--- config.mk ---
export PLATFORM = sky130hd
export DESIGN_NAME = uart_rx_flat
export DESIGN_NICKNAME = d
export VERILOG_FILES = /design/src/rtl/uart_rx_if.sv /design/src/rtl/uart_rx.sv /design/src/flat_wrapper.sv
export SDC_FILE = /design/constraint.sdc
export NUM_CORES = 1
export LEC_CHECK = 0
export CORE_MARGIN = 1.5
export CORE_UTILIZATION = 56
export DETAILED_ROUTE_END_ITERATION = 12
export PLACE_DENSITY = 0.78
export SYNTH_ARGS = -nofsm -noshare
export SYNTH_HDL_FRONTEND = slang
export SYNTH_SLANG_ARGS = --single-unit
--- constraint.sdc ---
create_clock -name clk -period 2.3 [get_ports clk]
set_input_delay 0.46 -clock clk [delete_from_list [all_inputs] [get_ports clk]]
set_output_delay 0.46 -clock clk [all_outputs]
set_load 0.03 [all_outputs]
--- src/rtl/uart_rx_if.sv ---
// uart_rx_if: serial line, sampling strobe, parity control and received-word status of the UART receiver.
interface uart_rx_if #(
    parameter int DATA_BITS = 8
);
    logic                 sample_tick;
    logic                 rx_pin;
    logic                 parity_enable;
    logic [DATA_BITS-1:0] rx_data;
    logic                 rx_valid;
    logic                 parity_error;
    logic                 framing_error;
    logic                 rx_busy;
    modport master (
        output sample_tick, rx_pin, parity_enable,
        input  rx_data, rx_valid, parity_error, framing_error, rx_busy
    );
    modport slave (
        input  sample_tick, rx_pin, parity_enable,
        output rx_data, rx_valid, parity_error, framing_error, rx_busy
    );
endinterface

--- src/rtl/uart_rx.sv ---
// uart_rx: oversampled UART receiver, LSB-first data, optional even parity, one stop bit.
// Define UART_RX_MAJORITY_EN for a 3-sample majority vote around each mid-bit point.
module uart_rx #(
    parameter int OVERSAMPLE = 16,
    parameter int DATA_BITS  = 8
) (
    input  logic     clk,
    input  logic     reset,
    uart_rx_if.slave bus
);
    localparam int CW = $clog2(OVERSAMPLE);
    localparam int IW = $clog2(DATA_BITS);
    typedef enum logic [2:0] {IDLE, START, DATA, PARITY, STOP, BREAK} state_t;
    state_t               state_q, state_d;
    logic [1:0]           sync_q;
    logic [CW-1:0]        cnt_q, cnt_d;
    logic [IW-1:0]        idx_q, idx_d;
    logic [DATA_BITS-1:0] sh_q, sh_d, data_q, data_d;
    logic                 pe_q, pe_d, pen_q, pen_d, perr_q, perr_d, ferr_q, ferr_d, valid_q, valid_d;
    logic                 rx_s, bit_v, bit_end;
    assign rx_s = sync_q[1];
`ifdef UART_RX_MAJORITY_EN
    // Every decision moves one tick later so the vote covers mid-1, mid and mid+1.
    localparam int MID = OVERSAMPLE / 2;
    logic [1:0] hist_q;
    always_ff @(posedge clk) begin
        if (reset)
            hist_q <= 2'b11;
        else if (bus.sample_tick)
            hist_q <= {hist_q[0], rx_s};
    end
    assign bit_v = (hist_q[1] & hist_q[0]) | ((hist_q[1] | hist_q[0]) & rx_s);
`else
    localparam int MID = OVERSAMPLE / 2 - 1;
    assign bit_v = rx_s;
`endif
    assign bit_end = cnt_q == CW'(OVERSAMPLE - 1);
    always_ff @(posedge clk) begin
        if (reset) begin
            sync_q  <= 2'b11;
            state_q <= IDLE;
            cnt_q   <= '0;
            idx_q   <= '0;
            sh_q    <= '0;
            data_q  <= '0;
            pe_q    <= 1'b0;
            pen_q   <= 1'b0;
            perr_q  <= 1'b0;
            ferr_q  <= 1'b0;
            valid_q <= 1'b0;
        end else begin
            sync_q  <= {sync_q[0], bus.rx_pin};
            state_q <= state_d;
            cnt_q   <= cnt_d;
            idx_q   <= idx_d;
            sh_q    <= sh_d;
            data_q  <= data_d;
            pe_q    <= pe_d;
            pen_q   <= pen_d;
            perr_q  <= perr_d;
            ferr_q  <= ferr_d;
            valid_q <= valid_d;
        end
    end
    always_comb begin
        state_d = state_q;
        cnt_d   = cnt_q;
        idx_d   = idx_q;
        sh_d    = sh_q;
        data_d  = data_q;
        pe_d    = pe_q;
        pen_d   = pen_q;
        perr_d  = perr_q;
        ferr_d  = ferr_q;
        valid_d = 1'b0;
        if (bus.sample_tick) begin
            case (state_q)
                IDLE: if (!rx_s) begin
                    state_d = START;
                    cnt_d   = '0;
                    pen_d   = bus.parity_enable;
                end
                START: if (cnt_q == CW'(MID)) begin
                    state_d = bit_v ? IDLE : DATA;
                    cnt_d   = '0;
                    idx_d   = '0;
                end else begin
                    cnt_d = cnt_q + CW'(1);
                end
                DATA: begin
                    cnt_d = bit_end ? '0 : cnt_q + CW'(1);
                    if (bit_end) begin
                        sh_d  = {bit_v, sh_q[DATA_BITS-1:1]};
                        idx_d = idx_q + IW'(1);
                        if (idx_q == IW'(DATA_BITS - 1))
                            state_d = pen_q ? PARITY : STOP;
                    end
                end
                PARITY: begin
                    cnt_d = bit_end ? '0 : cnt_q + CW'(1);
                    if (bit_end) begin
                        pe_d    = bit_v ^ (^sh_q);
                        state_d = STOP;
                    end
                end
                STOP: begin
                    cnt_d = bit_end ? '0 : cnt_q + CW'(1);
                    if (bit_end) begin
                        data_d  = sh_q;
                        perr_d  = pen_q & pe_q;
                        ferr_d  = ~bit_v;
                        valid_d = 1'b1;
                        state_d = bit_v ? IDLE : BREAK;
                    end
                end
                BREAK: state_d = rx_s ? IDLE : BREAK;
                default: state_d = IDLE;
            endcase
        end
    end
    assign bus.rx_data       = data_q;
    assign bus.rx_valid      = valid_q;
    assign bus.parity_error  = perr_q;
    assign bus.framing_error = ferr_q;
    assign bus.rx_busy       = state_q != IDLE;
endmodule

--- src/flat_wrapper.sv ---
// flat-port wrapper written by rule: the top's interface ports become plain ports
module uart_rx_flat 
#(
    parameter int OVERSAMPLE = 16,
    parameter int DATA_BITS  = 8
)
  (clk, reset, bus_sample_tick, bus_rx_pin, bus_parity_enable, bus_rx_data, bus_rx_valid, bus_parity_error, bus_framing_error, bus_rx_busy);
  uart_rx_if #(.DATA_BITS(DATA_BITS)) bus_i ();
  input  logic clk;
  input  logic reset;
  input wire logic [$bits(bus_i.sample_tick)-1:0] bus_sample_tick;
  input wire logic [$bits(bus_i.rx_pin)-1:0] bus_rx_pin;
  input wire logic [$bits(bus_i.parity_enable)-1:0] bus_parity_enable;
  output wire logic [$bits(bus_i.rx_data)-1:0] bus_rx_data;
  output wire logic [$bits(bus_i.rx_valid)-1:0] bus_rx_valid;
  output wire logic [$bits(bus_i.parity_error)-1:0] bus_parity_error;
  output wire logic [$bits(bus_i.framing_error)-1:0] bus_framing_error;
  output wire logic [$bits(bus_i.rx_busy)-1:0] bus_rx_busy;
  assign bus_i.sample_tick = bus_sample_tick;
  assign bus_i.rx_pin = bus_rx_pin;
  assign bus_i.parity_enable = bus_parity_enable;
  assign bus_rx_data = bus_i.rx_data;
  assign bus_rx_valid = bus_i.rx_valid;
  assign bus_parity_error = bus_i.parity_error;
  assign bus_framing_error = bus_i.framing_error;
  assign bus_rx_busy = bus_i.rx_busy;
  uart_rx #(.OVERSAMPLE(OVERSAMPLE), .DATA_BITS(DATA_BITS)) u_core (.clk(clk), .reset(reset), .bus(bus_i));
endmodule
[Yosys cells after proc, flatten, opt, wreduce, memory -nomap -nowiden]
Index checks and enable logic that the tools add are counted.
Storage, ports and cells
  bits in registers: 33
  bits of input ports: 5
Cells by class
  $add $sub $neg: 2
  eq/ne operators: 14
  muxes and demuxes: 18
  bitwise gates (word level): 5
  reductions and logical operators: 14
Operators by type and width (count)
  $mux 3: 10
  $pmux 3 s6: 1
  $reduce_and 3->1: 5
  $mux 4: 3
  $pmux 4 s3: 1
  $ne 2x1->1 const B: 5
  $eq 3x3->1 const B: 3
  $reduce_xor 8->1: 1
  $reduce_and 7->1: 1
  $eq 3x2->1 const B: 2
  $pmux 3 s2: 1
  $reduce_bool 3->1: 2
  $reduce_or 3->1: 2
  $add 4x1->4 const B: 1
  $eq 4x3->1 const B: 1
  $eq 4x4->1 const B: 1
  $reduce_and 4->1: 1
  $add 3x1->3 const B: 1
  $eq 3x1->1 const B: 1
  $logic_not 3->1: 1
  $not 1->1: 3
  $mux 2: 1
  $ne 2x2->1 const B: 1
  $reduce_bool 2->1: 1
  other kinds (3): 3

[Logic depth before layout (Yosys ltp)]
  word-level depth: 4
  depth in mapped cells: 7

[Worst setup path before layout]
Ideal clock, no wire load.
  path kind: flip-flop to flip-flop
  start point: register u_core.cnt_q[0]
  end point: register u_core.data_q[1] (netlist: u_core.bus.rx_data[1])
  setup time: 0.128 ns
  arrival: 1.379 ns
  data required time: 2.172 ns
  path slack: 0.794 ns
  cell stages (with the launch flop): 8
  buffers on the path: 2
  period minus slack after synthesis: 1.506 ns
  cells stage by stage: dfxtp_1 -> ha_1 -> and4_1 -> and3_1 -> buf_4 -> buf_12 -> mux2i_1 -> nor2_1
On the way
  word-level cells in the longest chain between the ends: 2
Ends and longest elaborated chain
  start: declaration: RTL line uart_rx.sv:16  | logic [CW-1:0] cnt_q, cnt_d;
  start signal: assignment: RTL line uart_rx.sv:54  | cnt_q <= cnt_d;
  $eq 4x4->1: RTL line uart_rx.sv:37  | assign bit_end = cnt_q == CW'(OVERSAMPLE - 1);
  $reduce_and 3->1 (no source line)
  end signal: assignment: RTL line uart_rx.sv:57  | data_q <= data_d;
  end: declaration: RTL line uart_rx.sv:18  | logic [DATA_BITS-1:0] sh_q, sh_d, data_q, data_d;
Every way passes these cells.
A chain may end at the register's enable or synchronous reset.

[Final worst setup path]
  start point: register u_core.state_q[2]
  end point: output bus_rx_busy
On the way
  word-level cells in the longest chain between the ends: 1
Ends and longest elaborated chain
  start: declaration: RTL line uart_rx.sv:14  | state_t state_q, state_d;
  start signal: assignment: RTL line uart_rx.sv:53  | state_q <= state_d;
  $reduce_bool 3->1: RTL line uart_rx.sv:125  | assign bus.rx_busy = state_q != IDLE;
  end: declaration: RTL line flat_wrapper.sv:18  | output wire logic [$bits(bus_i.rx_busy)-1:0] bus_rx_busy;
Every way passes these cells.

==> flow_metrics.tcl <==
set metrics [dict create \
    status "finished, final reports clean" \
    drtIter0Drc 44 \
    gp_congestion 0.792 \
    cp_max_fo 13 \
    rows 18 \
    period_needed_ns 2.15 \
    synth_xor_area_frac 0.0543 \
    cts_tree "yes" \
    period_share 0.934 \
    clkSlewWorstSetupHoldPaths_ns 0.10 \
    muxShareOfSynthArea 0.136 \
    critPathBufInv 1 \
    rrSetupSlack_ns 0.61 \
    placed_cell_area_um2 1700 \
    worst_pin_slew_ns 0.339 \
    r2r-end "u_core.bus.rx_data[7]" \
    grt_start_max_net_pins 29 \
    die_w_um 55.5 \
    drc 0 \
    ys_seq_elements 33 \
    max-cap-violations 0 \
    synth_compound_area_frac 0.0754 \
    drt-pass1-iter-count 4 \
    final-max-slew-violation-count 0 \
    htree_levels 2 \
    die-area_um2 3080 \
    final_util 0.698 \
    synth_nets 169 \
    antenna_found_initial 0 \
    synth_commonest_cells "33 x dfxtp_1, 27 x nor2_1, 21 x mux2i_1" \
    crit_cells 3 \
    cp_top_family "buffers and inverters" \
    worstPathRequired_ns 1.84 \
    cp.arrival_ns 1.69 \
    power_leakage_nw 0.652 \
    synth_cells 161 \
    synthSimpleGateAreaFrac 0.226 \
    max_freq_mhz 466 \
    synth_top_family_by_area "simple AND/OR/NAND/NOR gates" \
    ys.flop_type "dfxtp_1" \
    crit_type "reg2out" \
    clock_latency_ns 0.34 \
    area_growth_pct 15.1 \
    core_area_um2 2540 \
    syn_area_per_cell_um2 9.58 \
    min-delay-path-class "reg2reg" \
    antennaDiodeCount 0 \
    ys_types 41 \
    seq_area_frac_synth 0.428 \
    cts_buffer_depth 2 \
    yosysTopAreaCell "dfxtp_1" \
    layout-drive-gt1-share 0.134 \
    slowest_stage "clkdlybuf4s50_1" \
    finalSetupViolations 0 \
    ant_nets 0 \
    synth_adder_area_share 0.0243 \
    r2r_cells 6 \
    numPortBuffers 16 \
    async_flop_share 0 \
    synth_area_um2 1540 \
    cts_sinks 33 \
    nets 186 \
    overflow 0 \
    critPathCapture "bus_rx_busy" \
    vias 1180 \
    vdd_ir_drop_max_mv 0.569 \
    cp-startpoint "u_core.state_q[2]" \
    relSlewSlack 0.772 \
    worstSetupStartpointType "flop" \
    synth_edf_count 0 \
    grt_usage 0.193 \
    grt_pass1_wl_um 4610 \
    yosysTopAreaCellShare 0.428 \
    critical_path.cell_chain "nor2_2 > nand2_1 > clkdlybuf4s50_1" \
    whs_ns 0.429 \
    drt-wirelength-per-cell_um 13.0 \
    pin_count 17 \
    power_mw 0.998 \
    power_density_nw_per_um2 562 \
    finalSetupTns_ns 0 \
    start_util 0.606 \
    synth_area_leaders "dfxtp_1 43%, mux2i_1 14%, nor2_1 6.6%" \
    via_per_inst 5.65 \
    finalHoldViolations 0 \
    r2r-start "u_core.cnt_q[0]" \
    ys_warn_count 0 \
    cts_buffers 5 \
    root_buffer "clkbuf_4" \
    post_cts_buffers 0 \
    grt_pass1_vias 1111 \
    die_h_um 55.5 \
    wl_um 2720 \
    cp-end-kind "primary output" \
    rsz0062_at_grt "no" \
    dp_hpwl_um 1820 \
    clock_skew_ns 0.00833 \
    design_area_um2 1780 \
    critPathMaxStageDelay_ns 0.67 \
    synth_most_common_cell "dfxtp_1" \
]
## kinds of logic (layout without fill, tap and decap cells)
logic type      count (synthesis)  in the layout
fa+ha+maj                       3              3
xor+xnor                        8              8
buf+inv                        13             31
simple gates                   66             66
mux                            21             21
compound gates                 17             17
flops                          33             33
## per-layer routing
layer  GRT usage  vias up  routed length [um]  part of all wire
met5           0        -                   0                 0
met4       0.118        0                  61             0.022
met3      0.0679        6                 112             0.041
met2       0.310       20                1300              0.48
met1       0.218      561                1240              0.46
li1            -      593                   -                 -
## flip-flops by register name (all words and copies together), names as in the netlist
| name | cells |
|---|---|
| u_core.bus.framing_error | 1 |
| u_core.bus.parity_error | 1 |
| u_core.bus.rx_data | 8 |
| u_core.bus.rx_valid | 1 |
| u_core.cnt_q | 4 |
| u_core.idx_q | 3 |
| u_core.pe_q | 1 |
| u_core.pen_q | 1 |
| u_core.sh_q | 8 |
| u_core.state_q | 3 |
| u_core.sync_q | 2 |
## metrics by stage
stage | worst slack [ns] | std cells
after floorplan | 0.794 | 161
after global placement | 0.349 | 201
after detailed placement | 0.328 | 201
after CTS | 0.00535 | 209
after global routing | 0.0585 | 209
final | 0.152 | 209
## cell usage in the layout (no fill, tap or decap), types with 2 or more instances in the layout
cell type,n
nand4_1,4
xnor2_1,5
or2_2,2
nor2_1,26
nand3_1,3
buf_4,5
ha_1,3
xor2_1,2
dfxtp_2,2
and3_1,2
nand2b_1,3
nor2b_1,2
dfxtp_1,31
nor2_2,2
nor3_1,2
clkbuf_8,2
nand4b_1,2
nand2_1,8
nand3b_1,4
clkbuf_4,5
clkdlybuf4s50_1,16
inv_1,2
a21oi_1,7
mux2i_1,21
## worst reg2reg max path, cell delays in order (launching register included)
cell and delay, ns:
dfxtp_1 0.38, ha_1 0.26, and4_1 0.27, and3_1 0.17
buf_4 0.23, mux2i_1 0.22, nor2_1 0.06
## layout make-up
type | instances | area (um^2)
Tap cell | 30 | 37.5
Sequential cell | 33 | 663
Timing Repair Buffer | 21 | 198
Clock buffer | 7 | 65.1
Inverter | 2 | 7.51
Clock inverter | 1 | 5.00
Multi-Input combinational cell | 115 | 800
Fill cell | 191 | 769
## report_power, final
group | internal (mW) | total [mW] | switching [mW]
Combinational | 0.0241 | 0.0512 | 0.0271
Sequential | 0.575 | 0.581 | 0.00631
Clock | 0.177 | 0.365 | 0.188
## worst min path at each step
stage,from,end,cells after the start
after floorplan,u_core.sync_q[0],u_core.sync_q[1],1
after global routing,u_core.sync_q[0],u_core.sync_q[1],1
final,u_core.sync_q[0],u_core.sync_q[1],1
after detailed placement,u_core.sync_q[0],u_core.sync_q[1],1
after global placement,u_core.sync_q[0],u_core.sync_q[1],1
after CTS,u_core.sync_q[0],u_core.sync_q[1],1
## repair_timing
action	4_1_cts	5_1_grt
pin swaps	0	0
hold buffers	0	0
gates resized for setup	1	2
setup endpoints to repair	1	1
cloned	0	0
(Power assumes the default switching activity.)
